### config.mk
export PLATFORM = sky130hd
export DESIGN_NAME = fifo_uart_tx
export DESIGN_NICKNAME = d
export VERILOG_FILES = /design/src/rtl/fifo_uart_tx_pkg.sv /design/src/rtl/fifo_uart_tx_serializer.sv /design/src/rtl/fifo_uart_tx.sv
export SDC_FILE = /design/constraint.sdc
export NUM_CORES = 1
export LEC_CHECK = 0
export CAP_MARGIN = 40
export CORE_MARGIN = 1
export CORE_UTILIZATION = 50
export DETAILED_ROUTE_END_ITERATION = 6
export MAX_ROUTING_LAYER = met4
export PLACE_DENSITY = 0.77
export SYNTH_ARGS = -nofsm -noshare
export SYNTH_HDL_FRONTEND = slang
export SYNTH_SLANG_ARGS = --single-unit
### constraint.sdc
create_clock -name CLK -period 1.75 [get_ports CLK]
set_input_delay 0.2625 -clock CLK [delete_from_list [all_inputs] [get_ports CLK]]
set_output_delay 0.2625 -clock CLK [all_outputs]
set_load 0.03 [all_outputs]
### src/rtl/fifo_uart_tx_pkg.sv
// Shared types and line-level constants for the FIFO-fed UART transmitter.
package fifo_uart_tx_pkg;

  typedef enum logic [2:0] {
    StIdle   = 3'd0,
    StStart  = 3'd1,
    StData   = 3'd2,
    StParity = 3'd3,
    StStop   = 3'd4
  } tx_state_e;

  localparam logic ParEven  = 1'b0;
  localparam logic ParOdd   = 1'b1;

  localparam logic StartBit = 1'b0;
  localparam logic StopBit  = 1'b1;
  localparam logic IdleLvl  = 1'b1;

  // Odd parity is the inverse of the plain XOR of the data bits.
  function automatic logic parity_bit(logic xor_acc, logic par_typ);
    return xor_acc ^ (par_typ == ParOdd);
  endfunction

endpackage

### src/rtl/fifo_uart_tx_serializer.sv
// Data-phase shifter: shift register, bit counter, running XOR and last-bit flag.
module fifo_uart_tx_serializer #(
  parameter int unsigned DSIZE = 8
) (
  input  logic             clk_i,
  input  logic             rst_ni,
  input  logic             load_i,
  input  logic             shift_i,
  input  logic [DSIZE-1:0] data_i,
  output logic             bit_o,
  output logic             last_o,
  output logic             parity_o
);

  localparam int unsigned CntW = (DSIZE > 1) ? $clog2(DSIZE) : 1;

  logic [DSIZE-1:0] shift_q, shift_d;
  logic [CntW-1:0]  cnt_q, cnt_d;
  logic             par_q, par_d;

  assign bit_o    = shift_q[0];
  assign last_o   = (cnt_q == CntW'(DSIZE - 1));
  assign parity_o = par_q;

  always_comb begin
    shift_d = shift_q;
    cnt_d   = cnt_q;
    par_d   = par_q;
    if (load_i) begin
      shift_d = data_i;
      cnt_d   = '0;
      par_d   = 1'b0;
    end else if (shift_i) begin
      shift_d = shift_q >> 1;
      cnt_d   = last_o ? '0 : cnt_q + CntW'(1);
      // Accumulates every bit as it leaves, so it is complete when the parity slot arrives.
      par_d   = par_q ^ shift_q[0];
    end
  end

  always_ff @(posedge clk_i or negedge rst_ni) begin
    if (!rst_ni) begin
      shift_q <= '0;
      cnt_q   <= '0;
      par_q   <= 1'b0;
    end else begin
      shift_q <= shift_d;
      cnt_q   <= cnt_d;
      par_q   <= par_d;
    end
  end

endmodule

### src/rtl/fifo_uart_tx.sv
// UART transmitter that pops words from the async FIFO read port and frames them on TX_OUT.
module fifo_uart_tx
  import fifo_uart_tx_pkg::*;
#(
  parameter int unsigned DSIZE = 8
) (
  input  logic             CLK,
  input  logic             RST,
  input  logic             rempty,
  input  logic [DSIZE-1:0] rdata,
  input  logic             PAR_EN,
  input  logic             PAR_TYP,
  output logic             rinc,
  output logic             TX_OUT,
  output logic             busy
);

  tx_state_e state_q;
  logic      tx_q;
  logic      busy_q;
  logic      par_en_q;
  logic      par_typ_q;

  logic      pop;
  logic      ser_bit;
  logic      ser_last;
  logic      ser_par;

  // Pop only when free; gated by RST so a reset-held block never drains the FIFO.
  assign pop    = RST & ~rempty & ((state_q == StIdle) | (state_q == StStop));
  assign rinc   = pop;
  assign TX_OUT = tx_q;
  assign busy   = busy_q;

  fifo_uart_tx_serializer #(
    .DSIZE(DSIZE)
  ) u_serializer (
    .clk_i   (CLK),
    .rst_ni  (RST),
    .load_i  (pop),
    .shift_i (state_q == StData),
    .data_i  (rdata),
    .bit_o   (ser_bit),
    .last_o  (ser_last),
    .parity_o(ser_par)
  );

  // Line level and busy are registered from the current state, so they trail it by one cycle.
  always_ff @(posedge CLK or negedge RST) begin
    if (!RST) begin
      state_q   <= StIdle;
      tx_q      <= IdleLvl;
      busy_q    <= 1'b0;
      par_en_q  <= 1'b0;
      par_typ_q <= ParEven;
    end else begin
      busy_q <= (state_q != StIdle);
      unique case (state_q)
        StIdle: begin
          tx_q <= IdleLvl;
          if (pop) begin
            state_q   <= StStart;
            par_en_q  <= PAR_EN;
            par_typ_q <= PAR_TYP;
          end
        end
        StStart: begin
          tx_q    <= StartBit;
          state_q <= StData;
        end
        StData: begin
          tx_q <= ser_bit;
          if (ser_last) begin
            state_q <= par_en_q ? StParity : StStop;
          end
        end
        StParity: begin
          tx_q    <= parity_bit(ser_par, par_typ_q);
          state_q <= StStop;
        end
        StStop: begin
          tx_q <= StopBit;
          if (pop) begin
            state_q   <= StStart;
            par_en_q  <= PAR_EN;
            par_typ_q <= PAR_TYP;
          end else begin
            state_q <= StIdle;
          end
        end
        default: begin
          tx_q    <= IdleLvl;
          state_q <= StIdle;
        end
      endcase
    end
  end

endmodule

**Word-level counts from Yosys, hierarchy flattened**

Index checks and enable logic that the tools add are counted.

- Bits in registers: 19
- Input port bits: 13
- Output and inout port bits: 3
- Logic and storage cells: 41

- Add/sub/neg operators: 1
- Equality and inequality tests: 7
- Mux-type cells: 13
- Bitwise operators: 6
- Reductions and logical operators: 6

Operator list:

| kind | number |
|---|---|
| $mux 3 | 6 |
| $mux 8 | 2 |
| $pmux 3 s5 | 1 |
| $eq 3x2->1 const B | 2 |
| $eq 3x3->1 const B | 2 |
| $ne 2x2->1 const B | 2 |
| $reduce_and 2->1 | 2 |
| $add 3x1->3 const B | 1 |
| $eq 3x1->1 const B | 1 |
| $logic_not 3->1 | 1 |
| $mux 1 | 3 |
| $pmux 1 s3 | 1 |
| $reduce_bool 3->1 | 1 |
| $and 1x1->1 | 2 |
| $reduce_bool 2->1 | 1 |
| $reduce_or 2->1 | 1 |
| $xor 1x1->1 | 2 |
| $not 1->1 | 1 |
| $or 1x1->1 | 1 |

**Depth between registers and ports, before layout**

Gate-level depths: netlist of run 1.

- Word-level depth: 5
- Mapped depth: 7
- Mapped depth without buffers: 4

**Modules after synthesis**

A second synthesis of run 1 with hierarchy kept.

- Cell total of the unflattened synthesis: 78
- Area total of the unflattened synthesis: 893.4 sq um

By module, submodules not included:

| module | instances | cells an instance | area an instance (sq um) |
|---|---|---|---|
| fifo_uart_tx_serializer | 1 | 51 | 566.8 |
| fifo_uart_tx | 1 | 27 | 326.6 |

**Worst setup path after synthesis of run 1**

No wires, ideal clock.

- Kind: reg2out
- From: register state_q[0]
- To: output rinc
- Arrival: 1,355 ps
- Required time: 1,487 ps
- Setup slack: 133 ps
- Cell stages (with the launch flop): 6
- Buffers on the path: 3
- Cells stage by stage: dfrtp_1 buf_6 or4b_1 buf_4 clkinv_4 buf_8

- Cells in the longest elaborated chain, start to end: 3
- Elaborated cells between the ends (all ways): 4

Ends and longest elaborated chain:

| element | RTL line | text |
|---|---|---|
| start, declared | fifo_uart_tx.sv:18 | `tx_state_e state_q;` |
| start signal, assigned | fifo_uart_tx.sv:51 | `state_q <= StIdle;` |
| start signal, assigned | fifo_uart_tx.sv:62 | `state_q <= StStart;` |
| start signal, assigned | fifo_uart_tx.sv:69 | `state_q <= StData;` |
| $eq 3x3->1 or $logic_not 3->1 (tied branches) | fifo_uart_tx.sv:30 | `assign pop = RST & ~rempty & ((state_q == StIdle) \| (state_q == StStop));` |
| $or 1x1->1 (*) | fifo_uart_tx.sv:30 |  |
| $and 1x1->1 (*) | fifo_uart_tx.sv:30 |  |
| end, declared | fifo_uart_tx.sv:13 | `output logic rinc,` |

Every way passes the cells marked *; elsewhere a longest branch is shown, timed or not.

**Worst setup path in the final report of run 1**

- From: register state_q[1]
- To: output rinc

Same word-level chain as after synthesis.

==> flow_summary_export.csv, run 1 <==
group,metric,value,unit
layout,final_core_util,0.723,
die,die_y,44.2,um
layout,diodes,0,
critical_path,cp_cell_sequence,"or4b_4, clkinv_4, buf_6",
critical_path,cp_max_fo,2,
run,cap_viol_max_count,0,
grt,antenna_found_initial,0,
synthesis,synth_area,888,sq um
grt,grt_max_degree,21,
synthesis,syn-instance-count,86,
drt,wirelength,1750,um
clocking,clk-insertion-delay-late,290,ps
outcome,violations,"design-rule violations",
drt,postRouteAntennaNets,0,
power_and_ir_drop,vdd_drop_max,0.960,mV
clocking,cts_tree,"done",
sta,whs,333,ps
min_path,min-delay-path-class,"primary input to async pin",
critical_path,worstSetupPathDepth,3,
clocking,cts-buffers-inserted,3,
sta,rsz0062_at_grt,"true",
layout,fin_cells,128,
critical_path,slowest_delay,550,ps
sta,setup_viol,0,
clocking,cts_max_path_buffers,2,
synthesis,ys_warn_count,0,
drt,drtIter0Drc,14,
critical_path,r2r_cells,5,
critical_path,worstSetupPathType,"register to output pin",
sta,hold_viol,0,
critical_path,slowest_stage,"or4b_4",
drt,vias,722,
sta,fmax,587,MHz
die,die_x,44.2,um
layout,regArea,478,sq um
die,ioPinCount,16,
outcome,outcome,"finished with violations",
die,die_area,0.00195,sq mm
synthesis,synth_edf_count,0,
drt,vias_per_cell,5.64,
critical_path,cp-start-kind,"register",
power_and_ir_drop,leakage,0.551,nW
synthesis,synthDistinctLibCells,29,
place,dp_hpwl,1290,um
sta,fin_setup_tns,0,ps
grt,track_usage,0.214,
drt,drt-pass1-iter-count,6,
grt,grt_pass1_wl,3010,um
layout,multi_input_area,350,sq um
place,place_inst,121,
place,io_buffers,15,
synthesis,syn_area_per_cell,10.3,sq um
layout,syn2layout_area_growth,28.3,%
clocking,root_buffer,"clkbuf_4",
die,core,0.00158,sq mm
die,initial_core_util,0.563,
sta,fin_skew,2.02,ps
sta,finalCriticalPeriod,1700,ps
die,rows,14,
power_and_ir_drop,powerDensity,1520,mW/mm^2
critical_path,crit_buf_inv,2,
sta,tightest_slew,374,ps
drt,wl_per_cell,13.6,um
synthesis,ys.flop_type,"dfrtp_1",
critical_path,critical_path_required,1490,ps
critical_path,cp_top_family,"simple AND/OR/NAND/NOR gates",
grt,grt_remaining_overflow,0,
clocking,clock-sinks,19,
layout,fillers,121,
drt,drc_errors,2,
clocking,path_clk_slew,110,ps
critical_path,critPathArrivalTime,1440,ps
sta,finalCritPeriodShare,0.974,
layout,drive_above_1_share,0.223,
layout,nets,128,
synthesis,async_flop_share,1.00,
sta,slew_headroom,0.749,
clocking,htreeDepth,1,
sta,slew_viol_final,0,
synthesis,synth_seq_area_share,0.537,
critical_path,cp-end-kind,"output pin",
grt,grt_pass1_vias,730,
synthesis,syn-num-nets,101,
synthesis,synth_seq_cells,19,
place,place_congestion,0.816,
what timing repair did:
item	4_1_cts	5_1_grt
hold buffers	0	0
setup endpoints to repair	1	2
resized for setup	3	1
setup buffers	3	0
cell usage after synthesis, types with 2 or more instances:
cell	count	share of area
a22o_1	4	0.039
a21oi_1	9	0.051
or3_1	3	0.021
nand3_1	3	0.017
a21oi_2	4	0.039
ha_1	2	0.028
dfrtp_1	18	0.51
inv_1	5	0.021
a22oi_1	2	0.017
nor2_1	5	0.021
nand2_1	13	0.055
kinds of logic after synthesis:
kind of cell	Yosys count	synth area share
flip-flops	19	0.537
buffers and inverters	10	0.0732
adder cells (fa/ha/maj)	2	0.0282
AND/OR/NAND/NOR	30	0.169
AO/OA/AOI/OAI	24	0.183
XOR/XNOR	1	0.00986
registers in the layout, summed over array words and instances (netlist names):
register               flops
u_serializer.cnt_q         3
par_en_q                   1
u_serializer.parity_o      1
par_typ_q                  1
TX_OUT                     1
state_q                    3
u_serializer.shift_q       8
busy                       1
power breakdown:
part	switching, mW	internal (mW)
clock	0.131	0.0849
combinational	0.395	0.368
sequential	0.118	0.638
path summary, 6_finish.rpt:
| check | start | to | slack (ps) |
|---|---|---|---|
| min in group CLK | PAR_EN | par_en_q | 500 |
| worst min register to register | u_serializer.shift_q[2] | u_serializer.shift_q[2] | 500 |
| worst max-delay path | state_q[1] | rinc | 50 |
| worst min-delay path | RST | u_serializer.parity_o | 330 |
| worst max register to register | state_q[1] | u_serializer.cnt_q[1] | 170 |
| max in group asynchronous | RST | TX_OUT | 1160 |
per-layer routing:
metal,GRT usage,share of wire
met1,0.268,0.46
met2,0.359,0.50
met3,0.0490,0.033
met4,0.0364,0.0074
met5,-,0
metrics by stage:
step                cell area, sq um  worst slack [ps]  power (mW)
floorplan                        888               133        1.25
global placement                1080             -26.9        1.46
detailed placement              1080             -42.4        1.50
CTS                             1140              4.13        1.76
global route                    1140             -10.8        1.86
finish                          1140              45.7        1.74
placed cells by master (no fill, tap or decap), types with 3 or more instances in the layout:
| master | count |
|---|---|
| a21oi_2 | 4 |
| a22o_1 | 4 |
| clkbuf_4 | 3 |
| buf_4 | 11 |
| dfrtp_1 | 17 |
| nand2_1 | 13 |
| nand3_1 | 3 |
| or3_1 | 3 |
| a21oi_1 | 9 |
| inv_1 | 5 |
| nor2_1 | 5 |
| clkdlybuf4s50_1 | 13 |
area by class of cell:
| class | instances | share of cell area |
|---|---|---|
| Inverter | 6 | 0.0241 |
| Clock buffer | 3 | 0.0198 |
| Sequential cell | 19 | 0.419 |
| Clock inverter | 1 | 0.00439 |
| Tap cell | 16 | 0.0176 |
| Timing Repair Buffer | 26 | 0.207 |
| Multi-Input combinational cell | 57 | 0.307 |
Note: power is estimated with default switching activity, not from simulation.
==> run 2, diff against run 1 <==
--- a/config.mk
+++ b/config.mk
@@ -9,7 +9,6 @@
 export CORE_MARGIN = 1
 export CORE_UTILIZATION = 50
 export DETAILED_ROUTE_END_ITERATION = 6
-export MAX_ROUTING_LAYER = met4
 export PLACE_DENSITY = 0.77
 export SYNTH_ARGS = -nofsm -noshare
 export SYNTH_HDL_FRONTEND = slang
==> results of run 2 <==
No change in the layout: final DEF, timing and power equal those of run 1.
Among the figures that moved: final weighted congestion in routability-driven placement 0.816 -> 0.804; overall routing resource usage 0.214 -> 0.207
==> run 3, diff against run 2 <==
==> constraint.sdc (replaced) <==
create_clock -name CLK -period 1.69 [get_ports CLK]
set_input_delay 0.2535 -clock CLK [delete_from_list [all_inputs] [get_ports CLK]]
set_output_delay 0.2535 -clock CLK [all_outputs]
set_load 0.03 [all_outputs]
==> run 3 against run 2 <==
Critical path depth stayed put. Worst setup slack worse by 35 ps. Largest power group unchanged. Critical endpoint unchanged. Design area is 0.44% higher. Sequential share of layout area is 0.18 points lower. First-iteration DRC count is 36% lower. The run still ends with design-rule violations left. Combinational power is 5.5% higher. Highest routed layer unchanged. Utilization is 0.32 points higher. Global-route usage is 0.28 points higher. Largest cell class unchanged. Total power is 3.8% higher. Register-to-register slack worse by 90 ps. Non-clock buffer count is 1 higher. Worst hold slack worse by 8.3 ps.
==> flow_summary_export.csv, run 3 (synthesized netlist as in run 1, its figures left out) <==
group,metric,value,unit
die,die_area,0.00195,sq mm
sta,slew_viol_final,0,
drt,drc_errors,1,
critical_path,critPathArrivalTime,1430,ps
layout,largest-register,"u_serializer.shift_q",
grt,grt_use_met2,0.321,
critical_path,r2r_cells,5,
drt,drtIter0Drc,9,
grt,busiest_layer,"met2",
outcome,outcome,"finished with violations",
critical_path,critical_path_required,1440,ps
clocking,clk-insertion-delay-late,290,ps
outcome,violations,"design-rule violations",
power_and_ir_drop,vdd_drop_max,1.09,mV
place,place_inst,122,
clocking,cts_tree,"done",
drt,postRouteAntennaNets,0,
grt,track_usage,0.210,
clocking,path_clk_slew,100,ps
sta,setup_viol,0,
critical_path,cp-end-kind,"output pin",
sta,fin_skew,1.69,ps
sta,finalCriticalPeriod,1680,ps
sta,tightest_slew,307,ps
clocking,cts-buffers-inserted,3,
place,io_buffers,15,
clocking,htreeDepth,1,
run,cap_viol_max_count,0,
sta,finalCritPeriodShare,0.994,
critical_path,worstSetupPathType,"register to output pin",
layout,diodes,0,
layout,syn2layout_area_growth,28.9,%
critical_path,slowest_delay,560,ps
critical_path,reg2reg_slack,80,ps
critical_path,crit-reg2reg-launch,"state_q[0]",
drt,wl_per_cell,13.0,um
critical_path,slowest_stage,"or4b_4",
sta,setup_slack,10.6,ps
layout,final_core_util,0.726,
critical_path,cp_cell_sequence,"or4b_4, clkinv_4, buf_6",
die,die_x,44.2,um
grt,grt_pass1_wl,2980,um
sta,hold_viol,0,
die,die_y,44.2,um
layout,nets,129,
critical_path,cp_max_fo,2,
grt,antenna_found_initial,0,
place,place_ws,-90.7,ps
layout,final_common_cell,"dfrtp_1",
die,initial_core_util,0.563,
drt,wirelength,1680,um
die,ioPinCount,16,
die,rows,14,
grt,grt_use_met1,0.304,
drt,drt-pass1-iter-count,7,
layout,largest_registers,"u_serializer.shift_q (8), state_q (3), u_serializer.cnt_q (3)",
place,place_congestion,0.780,
die,core,0.00158,sq mm
sta,rsz0062_at_grt,"true",
min_path,min-delay-path-class,"primary input to async pin",
grt,grt_remaining_overflow,0,
layout,largest_register_ffs,8,
layout,final_cell_mix,"17 x dfrtp_1, 13 x nand2_1, 13 x clkdlybuf4s50_1",
power_and_ir_drop,powerDensity,1570,mW/mm^2
grt,grtUsageMet3,0.0367,
place,dp_hpwl,1250,um
grt,grt_max_degree,21,
clocking,cts_max_path_buffers,2,
grt,grt_pass1_vias,680,
critical_path,r2r-end,"u_serializer.parity_o",
sta,slew_headroom,0.794,
sta,fmax,595,MHz
layout,drive_above_1_share,0.230,
drt,vias,709,
clocking,root_buffer,"clkbuf_4",
drt,vias_per_cell,5.50,
power_and_ir_drop,leakage,0.549,nW
clocking,clock-sinks,19,
power_and_ir_drop,total_power,1.80,mW
layout,fin_cells,129,
critical_path,cp-start-kind,"register",
## run 3: cell count changes in the layout (fill, tap and decap cells not counted), sizes merged
cell	before	now
clkbuf	3	4
dlygate4sd2	0	1
clkinv	2	1
buf	12	13
dlymetal6s2s	1	0
## run 3: cell type report
type                       instances  area, sq um
fill                             109          432
multi-input combinational         57          353
inverter                           6         27.5
tap                               16         20.0
clock buffer                       4         26.3
timing repair buffer              27          240
sequential                        19          478
## run 3: through the flow
step	TNS, ps	area [sq um]	hold WS (ps)
floorplan	0	888	-42.1
CTS	-2.03	1140	329
finish	0	1140	325
global route	-50.5	1140	345
detailed placement	-650	1090	492
global placement	-302	1090	462
## run 3: worst max-delay path by stage
| stage | start | cells past startpoint | endpoint |
|---|---|---|---|
| global route | state_q[0] | 3 | rinc |
| finish | state_q[0] | 3 | rinc |
| global placement | RST | 4 | rinc |
| floorplan | state_q[0] | 5 | rinc |
| CTS | state_q[0] | 3 | rinc |
| detailed placement | RST | 4 | rinc |
## run 3: repair_timing
item                                    CTS  global route
pin swaps                                 1             0
buffers inserted                          3             0
endpoints found under the setup margin    2             2
resized for setup                         4             1
hold buffers                              0             0
## run 3: power by group
| group | total (mW) | leakage (nW) | switching (mW) | internal, mW |
|---|---|---|---|---|
| Sequential | 0.776 | 0.236 | 0.115 | 0.661 |
| Clock | 0.222 | 0.0150 | 0.131 | 0.0916 |
| Combinational | 0.805 | 0.298 | 0.415 | 0.390 |
| Total | 1.80 | 0.549 | 0.660 | 1.14 |
## run 3: critical path, delay by kind of cell, from the launching register on
family                 cells  cell delay [ps]
buffers and inverters      2              180
DFF                        1              390
and+or+nand+nor            1              560
## run 3: layer usage
metal	routed length [um]	up-vias
met4	13	0
met3	45	2
met1	809	343
met5	0	-
met2	813	11
li1	-	353
